### config.mk
export PLATFORM = sky130hd
export DESIGN_NAME = sw_avm_seq_bridge
export DESIGN_NICKNAME = d
export VERILOG_FILES = /design/src/rtl/sw_avm_seq_bridge.sv
export SDC_FILE = /design/constraint.sdc
export NUM_CORES = 2
export LEC_CHECK = 0
export CAP_MARGIN = 20
export CORE_AREA = 2 2 309 311
export CTS_BUF_LIST = sky130_fd_sc_hd__clkbuf_8
export DETAILED_ROUTE_END_ITERATION = 8
export DIE_AREA = 0 0 311 313
export PLACE_DENSITY = 0.62
export SLEW_MARGIN = 5
export SYNTH_ARGS = -nofsm -noshare
export SYNTH_HDL_FRONTEND = slang
export SYNTH_SLANG_ARGS = --single-unit
export TNS_END_PERCENT = 5
### constraint.sdc
create_clock -name avm_clk -period 2.6 [get_ports avm_clk]
set_input_delay 0.39 -clock avm_clk [delete_from_list [all_inputs] [get_ports avm_clk]]
set_output_delay 0.39 -clock avm_clk [all_outputs]
set_load 0.05 [all_outputs]
### src/rtl/sw_avm_seq_bridge.sv
// Avalon-MM RS232 bridge for the Smith-Waterman core: receives length-prefixed base frames,
// hands them to the core and returns column/row/score. SW_BRIDGE_CHECKSUM_EN adds an XOR byte.
module sw_avm_seq_bridge #(
   parameter int unsigned REF_MAX_LENGTH  = 128,
   parameter int unsigned READ_MAX_LENGTH = 128,
   parameter int unsigned RES_W           = 64,
   parameter int unsigned TIMEOUT_CYCLES  = 50000,
   parameter int unsigned LEN_W           = 8
) (
   input  logic                         avm_clk,
   input  logic                         avm_rst,
   output logic [4:0]                   avm_address,
   output logic                         avm_read,
   input  logic [31:0]                  avm_readdata,
   output logic                         avm_write,
   output logic [31:0]                  avm_writedata,
   input  logic                         avm_waitrequest,
   output logic                         core_in_valid,
   input  logic                         core_in_ready,
   output logic [2*REF_MAX_LENGTH-1:0]  core_ref,
   output logic [2*READ_MAX_LENGTH-1:0] core_read,
   output logic [LEN_W-1:0]             core_ref_len,
   output logic [LEN_W-1:0]             core_read_len,
   input  logic                         core_out_valid,
   output logic                         core_out_ready,
   input  logic [RES_W-1:0]             core_score,
   input  logic [RES_W-1:0]             core_row,
   input  logic [RES_W-1:0]             core_column,
   output logic                         busy
);

   localparam int unsigned REF_W     = 2 * REF_MAX_LENGTH;
   localparam int unsigned READ_W    = 2 * READ_MAX_LENGTH;
   localparam int unsigned RES_BYTES = 3 * RES_W / 8;
`ifdef SW_BRIDGE_CHECKSUM_EN
   localparam int unsigned FRAME_BYTES = RES_BYTES + 1;
   localparam int unsigned ERR_BYTES   = 2;
`else
   localparam int unsigned FRAME_BYTES = RES_BYTES;
   localparam int unsigned ERR_BYTES   = 1;
`endif
   localparam int unsigned FRAME_W = 8 * FRAME_BYTES;
   localparam int unsigned CNT_W   = $clog2(FRAME_BYTES + 1);
   localparam int unsigned TO_W    = $clog2(TIMEOUT_CYCLES + 1);

   localparam logic [FRAME_W-1:0] ERR_FRAME =
      {{ERR_BYTES{8'hEE}}, {(FRAME_W - 8 * ERR_BYTES){1'b0}}};
   localparam logic [TO_W-1:0] IDLE_LAST = TO_W'(TIMEOUT_CYCLES - 1);

   localparam logic [2:0] S_POLL_RX   = 3'd0;
   localparam logic [2:0] S_GET       = 3'd1;
   localparam logic [2:0] S_CORE_REQ  = 3'd2;
   localparam logic [2:0] S_CORE_WAIT = 3'd3;
   localparam logic [2:0] S_POLL_TX   = 3'd4;
   localparam logic [2:0] S_PUT       = 3'd5;

   localparam logic [1:0] PH_HDR0 = 2'd0;
   localparam logic [1:0] PH_HDR1 = 2'd1;
   localparam logic [1:0] PH_REF  = 2'd2;
   localparam logic [1:0] PH_READ = 2'd3;

   localparam logic [4:0] ADDR_RX     = 5'd0;
   localparam logic [4:0] ADDR_TX     = 5'd4;
   localparam logic [4:0] ADDR_STATUS = 5'd8;

   logic [2:0]         state_q, state_d;
   logic [1:0]         phase_q, phase_d;
   logic [REF_W-1:0]   ref_buf_q, ref_buf_d;
   logic [READ_W-1:0]  read_buf_q, read_buf_d;
   logic [LEN_W-1:0]   ref_len_q, ref_len_d;
   logic [LEN_W-1:0]   read_len_q, read_len_d;
   logic [7:0]         nref_q, nref_d;
   logic [7:0]         nread_q, nread_d;
   logic [7:0]         idx_q, idx_d;
   logic [TO_W-1:0]    idle_q, idle_d;
   logic               busy_q, busy_d;
   logic [FRAME_W-1:0] frame_q, frame_d;
   logic [CNT_W-1:0]   cnt_q, cnt_d;

   logic                 xfer_done;
   logic [7:0]           rx_byte;
   logic [LEN_W-1:0]     hdr_len;
   logic                 len_bad;
   logic [3*RES_W-1:0]   res_word;
   logic [FRAME_W-1:0]   res_frame;
   logic                 unused_rdata;

   assign xfer_done    = (avm_read | avm_write) & ~avm_waitrequest;
   assign rx_byte      = avm_readdata[7:0];
   assign hdr_len      = LEN_W'(rx_byte);
   assign unused_rdata = ^avm_readdata[31:8];
   assign res_word     = {core_column, core_row, core_score};

   // ref length was latched at HDR0; read length is the byte arriving now
   assign len_bad = (ref_len_q == '0) || (32'(ref_len_q) > REF_MAX_LENGTH) ||
                    (hdr_len == '0) || (32'(hdr_len) > READ_MAX_LENGTH);

`ifdef SW_BRIDGE_CHECKSUM_EN
   logic [7:0] res_chk;

   always_comb begin
      res_chk = 8'h00;
      for (int i = 0; i < int'(RES_BYTES); i++) begin
         res_chk = res_chk ^ res_word[8*i +: 8];
      end
   end

   assign res_frame = {res_word, res_chk};
`else
   assign res_frame = res_word;
`endif

   // Avalon request is a pure function of state, so it is held across waitrequest by design.
   always_comb begin
      avm_read      = 1'b1;
      avm_write     = 1'b0;
      avm_address   = ADDR_STATUS;
      avm_writedata = 32'h0;
      case (state_q)
         S_GET: avm_address = ADDR_RX;
         S_PUT: begin
            avm_read      = 1'b0;
            avm_write     = 1'b1;
            avm_address   = ADDR_TX;
            avm_writedata = {24'h0, frame_q[FRAME_W-1 -: 8]};
         end
         default: ;
      endcase
   end

   always_comb begin
      state_d    = state_q;
      phase_d    = phase_q;
      ref_buf_d  = ref_buf_q;
      read_buf_d = read_buf_q;
      ref_len_d  = ref_len_q;
      read_len_d = read_len_q;
      nref_d     = nref_q;
      nread_d    = nread_q;
      idx_d      = idx_q;
      idle_d     = idle_q;
      busy_d     = busy_q;
      frame_d    = frame_q;
      cnt_d      = cnt_q;

      case (state_q)
         S_POLL_RX: begin
            if (xfer_done && avm_readdata[7]) begin
               state_d = S_GET;
            end else if (phase_q != PH_HDR0) begin
               if (idle_q == IDLE_LAST) begin
                  phase_d = PH_HDR0;
                  busy_d  = 1'b0;
                  idle_d  = '0;
               end else begin
                  idle_d = idle_q + 1'b1;
               end
            end
         end

         S_GET: begin
            if (xfer_done) begin
               idle_d  = '0;
               state_d = S_POLL_RX;
               case (phase_q)
                  PH_HDR0: begin
                     ref_len_d  = hdr_len;
                     ref_buf_d  = '0;
                     read_buf_d = '0;
                     busy_d     = 1'b1;
                     phase_d    = PH_HDR1;
                  end
                  PH_HDR1: begin
                     read_len_d = hdr_len;
                     if (len_bad) begin
                        frame_d = ERR_FRAME;
                        cnt_d   = CNT_W'(ERR_BYTES);
                        state_d = S_POLL_TX;
                     end else begin
                        nref_d  = 8'((32'(ref_len_q) + 32'd3) >> 2);
                        nread_d = 8'((32'(hdr_len) + 32'd3) >> 2);
                        idx_d   = 8'd0;
                        phase_d = PH_REF;
                     end
                  end
                  PH_REF: begin
                     ref_buf_d = ref_buf_q |
                                 (REF_W'(rx_byte) << (REF_W - 8 - 8 * 32'(idx_q)));
                     if (idx_q + 8'd1 == nref_q) begin
                        idx_d   = 8'd0;
                        phase_d = PH_READ;
                     end else begin
                        idx_d = idx_q + 8'd1;
                     end
                  end
                  default: begin
                     read_buf_d = read_buf_q |
                                  (READ_W'(rx_byte) << (READ_W - 8 - 8 * 32'(idx_q)));
                     if (idx_q + 8'd1 == nread_q) begin
                        idx_d   = 8'd0;
                        state_d = S_CORE_REQ;
                     end else begin
                        idx_d = idx_q + 8'd1;
                     end
                  end
               endcase
            end
         end

         S_CORE_REQ: begin
            if (core_in_ready) state_d = S_CORE_WAIT;
         end

         S_CORE_WAIT: begin
            if (core_out_valid) begin
               frame_d = res_frame;
               cnt_d   = CNT_W'(FRAME_BYTES);
               state_d = S_POLL_TX;
            end
         end

         S_POLL_TX: begin
            if (xfer_done && avm_readdata[6]) state_d = S_PUT;
         end

         S_PUT: begin
            if (xfer_done) begin
               frame_d = frame_q << 8;
               cnt_d   = cnt_q - 1'b1;
               if (cnt_q == CNT_W'(1)) begin
                  state_d = S_POLL_RX;
                  phase_d = PH_HDR0;
                  busy_d  = 1'b0;
               end else begin
                  state_d = S_POLL_TX;
               end
            end
         end

         default: state_d = S_POLL_RX;
      endcase
   end

   always_ff @(posedge avm_clk) begin
      if (avm_rst) begin
         state_q    <= S_POLL_RX;
         phase_q    <= PH_HDR0;
         ref_buf_q  <= '0;
         read_buf_q <= '0;
         ref_len_q  <= '0;
         read_len_q <= '0;
         nref_q     <= '0;
         nread_q    <= '0;
         idx_q      <= '0;
         idle_q     <= '0;
         busy_q     <= 1'b0;
         frame_q    <= '0;
         cnt_q      <= '0;
      end else begin
         state_q    <= state_d;
         phase_q    <= phase_d;
         ref_buf_q  <= ref_buf_d;
         read_buf_q <= read_buf_d;
         ref_len_q  <= ref_len_d;
         read_len_q <= read_len_d;
         nref_q     <= nref_d;
         nread_q    <= nread_d;
         idx_q      <= idx_d;
         idle_q     <= idle_d;
         busy_q     <= busy_d;
         frame_q    <= frame_d;
         cnt_q      <= cnt_d;
      end
   end

   assign core_in_valid  = (state_q == S_CORE_REQ);
   assign core_out_ready = (state_q == S_CORE_WAIT);
   assign core_ref       = ref_buf_q;
   assign core_read      = read_buf_q;
   assign core_ref_len   = ref_len_q;
   assign core_read_len  = read_len_q;
   assign busy           = busy_q;

endmodule

==> run summary <==
total gr overflow: 0
PortBufs: 747
Initial DRT Pass Iterations: 6
asr flop ratio synth: 0%
Critical Path RT: 2210 ps
# fillers: 9089
Worst Tran Pin Value: 745 ps
combinational cell fraction of total power: 6.6%
CTS buffer count: 133
worst hold slack: 160 ps
Starting Density: 31.3%
register area share after synthesis: 52.3%
drt wl/cell: 22.3 um
DP HPWL: 82100 um
total wire length: 119000 um
P_int: 18.1 mW
die area: 97300 um^2
commonest non-fill, non-tap cell in the layout: dfxtp_1
Worst Hold Path EP: frame_q[2]
slowest stage delay, CP: 340 ps
DRT antenna net count: 0
Rel. slew slack: 50.2%
row cnt: 113
CP max-delay cell: dfxtp_2
# Max-Cap Violations: 0
routability cong.: 0.850
number of antenna violations at the first check in global routing: 12
power share of the clock group: 44.8%
Startpoint Class: register
Setup crit end kind: output port
critical setup path kind: register to output port
Cell Pwr Density: 572 nW/um^2
# clock sinks: 769
htree depth: 4
via count: 27700
overall routing resource usage: 23.5%
total number of yosys warnings: 0
Worst Hold Depth: 3
cell area after layout: 42600 um^2
Iter 0 DRT Violations: 2502
Post-Syn Area: 29400 um^2
Peak VDD IR: 0.505 mV
Worst-path clk slew: 60 ps
r2r startpoint: idx_q[0]
register bit total from synthesis: 769
Area after DPL: 39500 um^2
Setup-failing EPs final: 0
# DRC: 0
Synth cell types: 75
Final Max Slew Viols: 0
post-synth top area share: 52.3%
worst r2r path cells: 7
worst path cell trace: buf_12 > nand3b_1 > buf_6 > inv_12 > buf_12 > and2_4 > buf_12
Sw Share: 25.6%
setup_tns: 0 ps
Mapped Cells: 3227
Die X: 311 um
Boundary Pins: 799
syn avg cell area: 9.12 um^2
crit-path max FO: 23
unrepaired setup endpoints after global routing: yes
Final Skew: 40.1 ps
number of flops mapped to enable cells by yosys: 0
CORE AREA: 94200 um^2
most frequent cells in the layout: dfxtp_1 (765), clkdlybuf4s50_1 (722), nor2_1 (561), a21oi_1 (552), a22oi_1 (185)
Synth area leaders: dfxtp_1 (52%), a21oi_1 (9.4%), nor2_1 (7.3%), o211a_1 (6.1%), a22oi_1 (4.7%)
Hold Crit Class: primary input to register
vias in the first global route: 26300
min Tclk post-route: 2570 ps
hold path startpoint: core_score[2]
FF-to-FF setup slack: 80 ps
largest net degree at the start of global routing: 73
clk_lat worst skew: 820 ps
status: finished, final reports clean
cell mode on critical path: buf_12
Worst R2R End: phase_q[0]
period utilization: 99.0%
Flop pwr share: 48.7%
area grow syn2layout: 44.7%
Yosys top cell by area: dfxtp_1
fmax: 389 MHz
clock tree buffer depth: 3
CP Data Arrival Time: 2180 ps
Top FF cell, synth: dfxtp_1
total power: 24.4 mW
Die Y: 313 um
Pleak: 17.4 nW
share of layout cells above drive strength 1: 12.0%
global-route wire length before repair: 174000 um
Sw Pwr: 6.24 mW
CTS tree: done
Post-layout nets: 4208
final hold vios: 0
Via density: 5.18
root buf cell: clkbuf_8
[metrics by stage]
step,setup slack (ps),instances,utilization [%]
2_1_floorplan,84.8,3253,-
3_3_place_gp,-543,5081,41.9
3_5_place_dp,-523,5081,41.9
4_1_cts,-45.9,5333,45.2
5_1_grt,-74.6,5339,45.2
6_report,27.2,5339,45.2
[final cells by class]
type                    instances  area (um^2)  area share (%)
flip-flops and latches        769        15400            36.2
multi-input cells            2077        12400            29.1
repair buffers                969        10500            24.6
clock buffers                 158         2170            5.11
well taps                    1265         1580            3.72
clock inverters                76          447            1.05
inverters                      19         88.8           0.209
diodes                          6         15.0          0.0353
[repair_timing]
item / CTS / global route
hold buffers: 1 / 0
gates cloned: 8 / 0
pin swaps: 7 / 0
setup buffers: 9 / 0
hold endpoints to repair: 23 / 0
gates resized for setup: 37 / 10
setup endpoints to repair: 18 / 23
[registers in the layout, summed over array words and instances (netlist names)]
| register | flops |
|---|---|
| frame_q | 192 |
| busy | 1 |
| idx_q | 8 |
| phase_q | 2 |
| core_read | 256 |
| idle_q | 16 |
| nread_q | 7 |
| core_read_len | 8 |
| core_ref_len | 8 |
| state_q | 3 |
| core_ref | 256 |
| cnt_q | 5 |
| nref_q | 7 |
[worst max-delay path: cells and delay by family (launching register included)]
family | cells | cell delay (ps)
buffers and inverters | 5 | 670
AND/OR/NAND/NOR | 2 | 360
flip-flops | 1 | 340
[worst max-delay path by stage]
stage | start | to | slack, ps | cells after the start
CTS | state_q[1] | avm_writedata[4] | -50 | 7
finish | state_q[1] | avm_writedata[4] | 30 | 7
global placement | avm_readdata[0] | frame_q[190] | -540 | 10
global route | state_q[1] | avm_writedata[4] | -70 | 7
detailed placement | avm_readdata[0] | frame_q[190] | -520 | 10
floorplan | state_q[2] | avm_writedata[0] | 80 | 5
[power groups by stage]
stage / registers (mW) / logic [mW] / clock network [mW]
2_1_floorplan: 12.1 / 0.737 / 0
3_3_place_gp: 12.1 / 1.59 / 0
3_5_place_dp: 12.1 / 1.59 / 0
4_1_cts: 11.8 / 1.59 / 11.2
5_1_grt: 11.8 / 1.68 / 11.7
6_report: 11.8 / 1.60 / 10.9
[logic make-up (layout without fill, tap and decap cells)]
group,Yosys count,in the layout,synth area share [%]
xor gates and xnor gates,38,38,1.22
other,1,33,0.0127
buffers and inverters,407,1222,6.55
muxes,20,20,0.706
and+or+nand+nor,816,816,12.1
adders and majority gates,10,10,0.425
AOI/OAI and AO/OA,1166,1166,26.7
DFF,769,769,52.3
[cells in the mapped netlist (all sizes together) (4+ instances only)]
library cell and instances:
dfxtp 769, nor2 572, a21oi 552, clkbuf 203, a22oi 185, buf 185
o211ai 180, o211a 178, nand2 57, nand3 44, and3 32, nor3 22
and2 19, xor2 19, inv 18, xnor2 17, a211oi 15, o21ai 15
mux2i 14, ha 10, nor4 10, nand2b 9, nor2b 9, nand4 8
or3 7, mux2 6, or4 5, a211o 4, nor4b 4, o221ai 4
[layer usage]
layer	up-vias	part of all wire, %	track usage, %
met5	-	0.057	0
met4	10	4.2	10.9
met3	248	9.1	8.06
met2	1193	46	37.4
met1	13200	41	28.6
li1	13000	-	-
(Power assumes the default switching activity.)
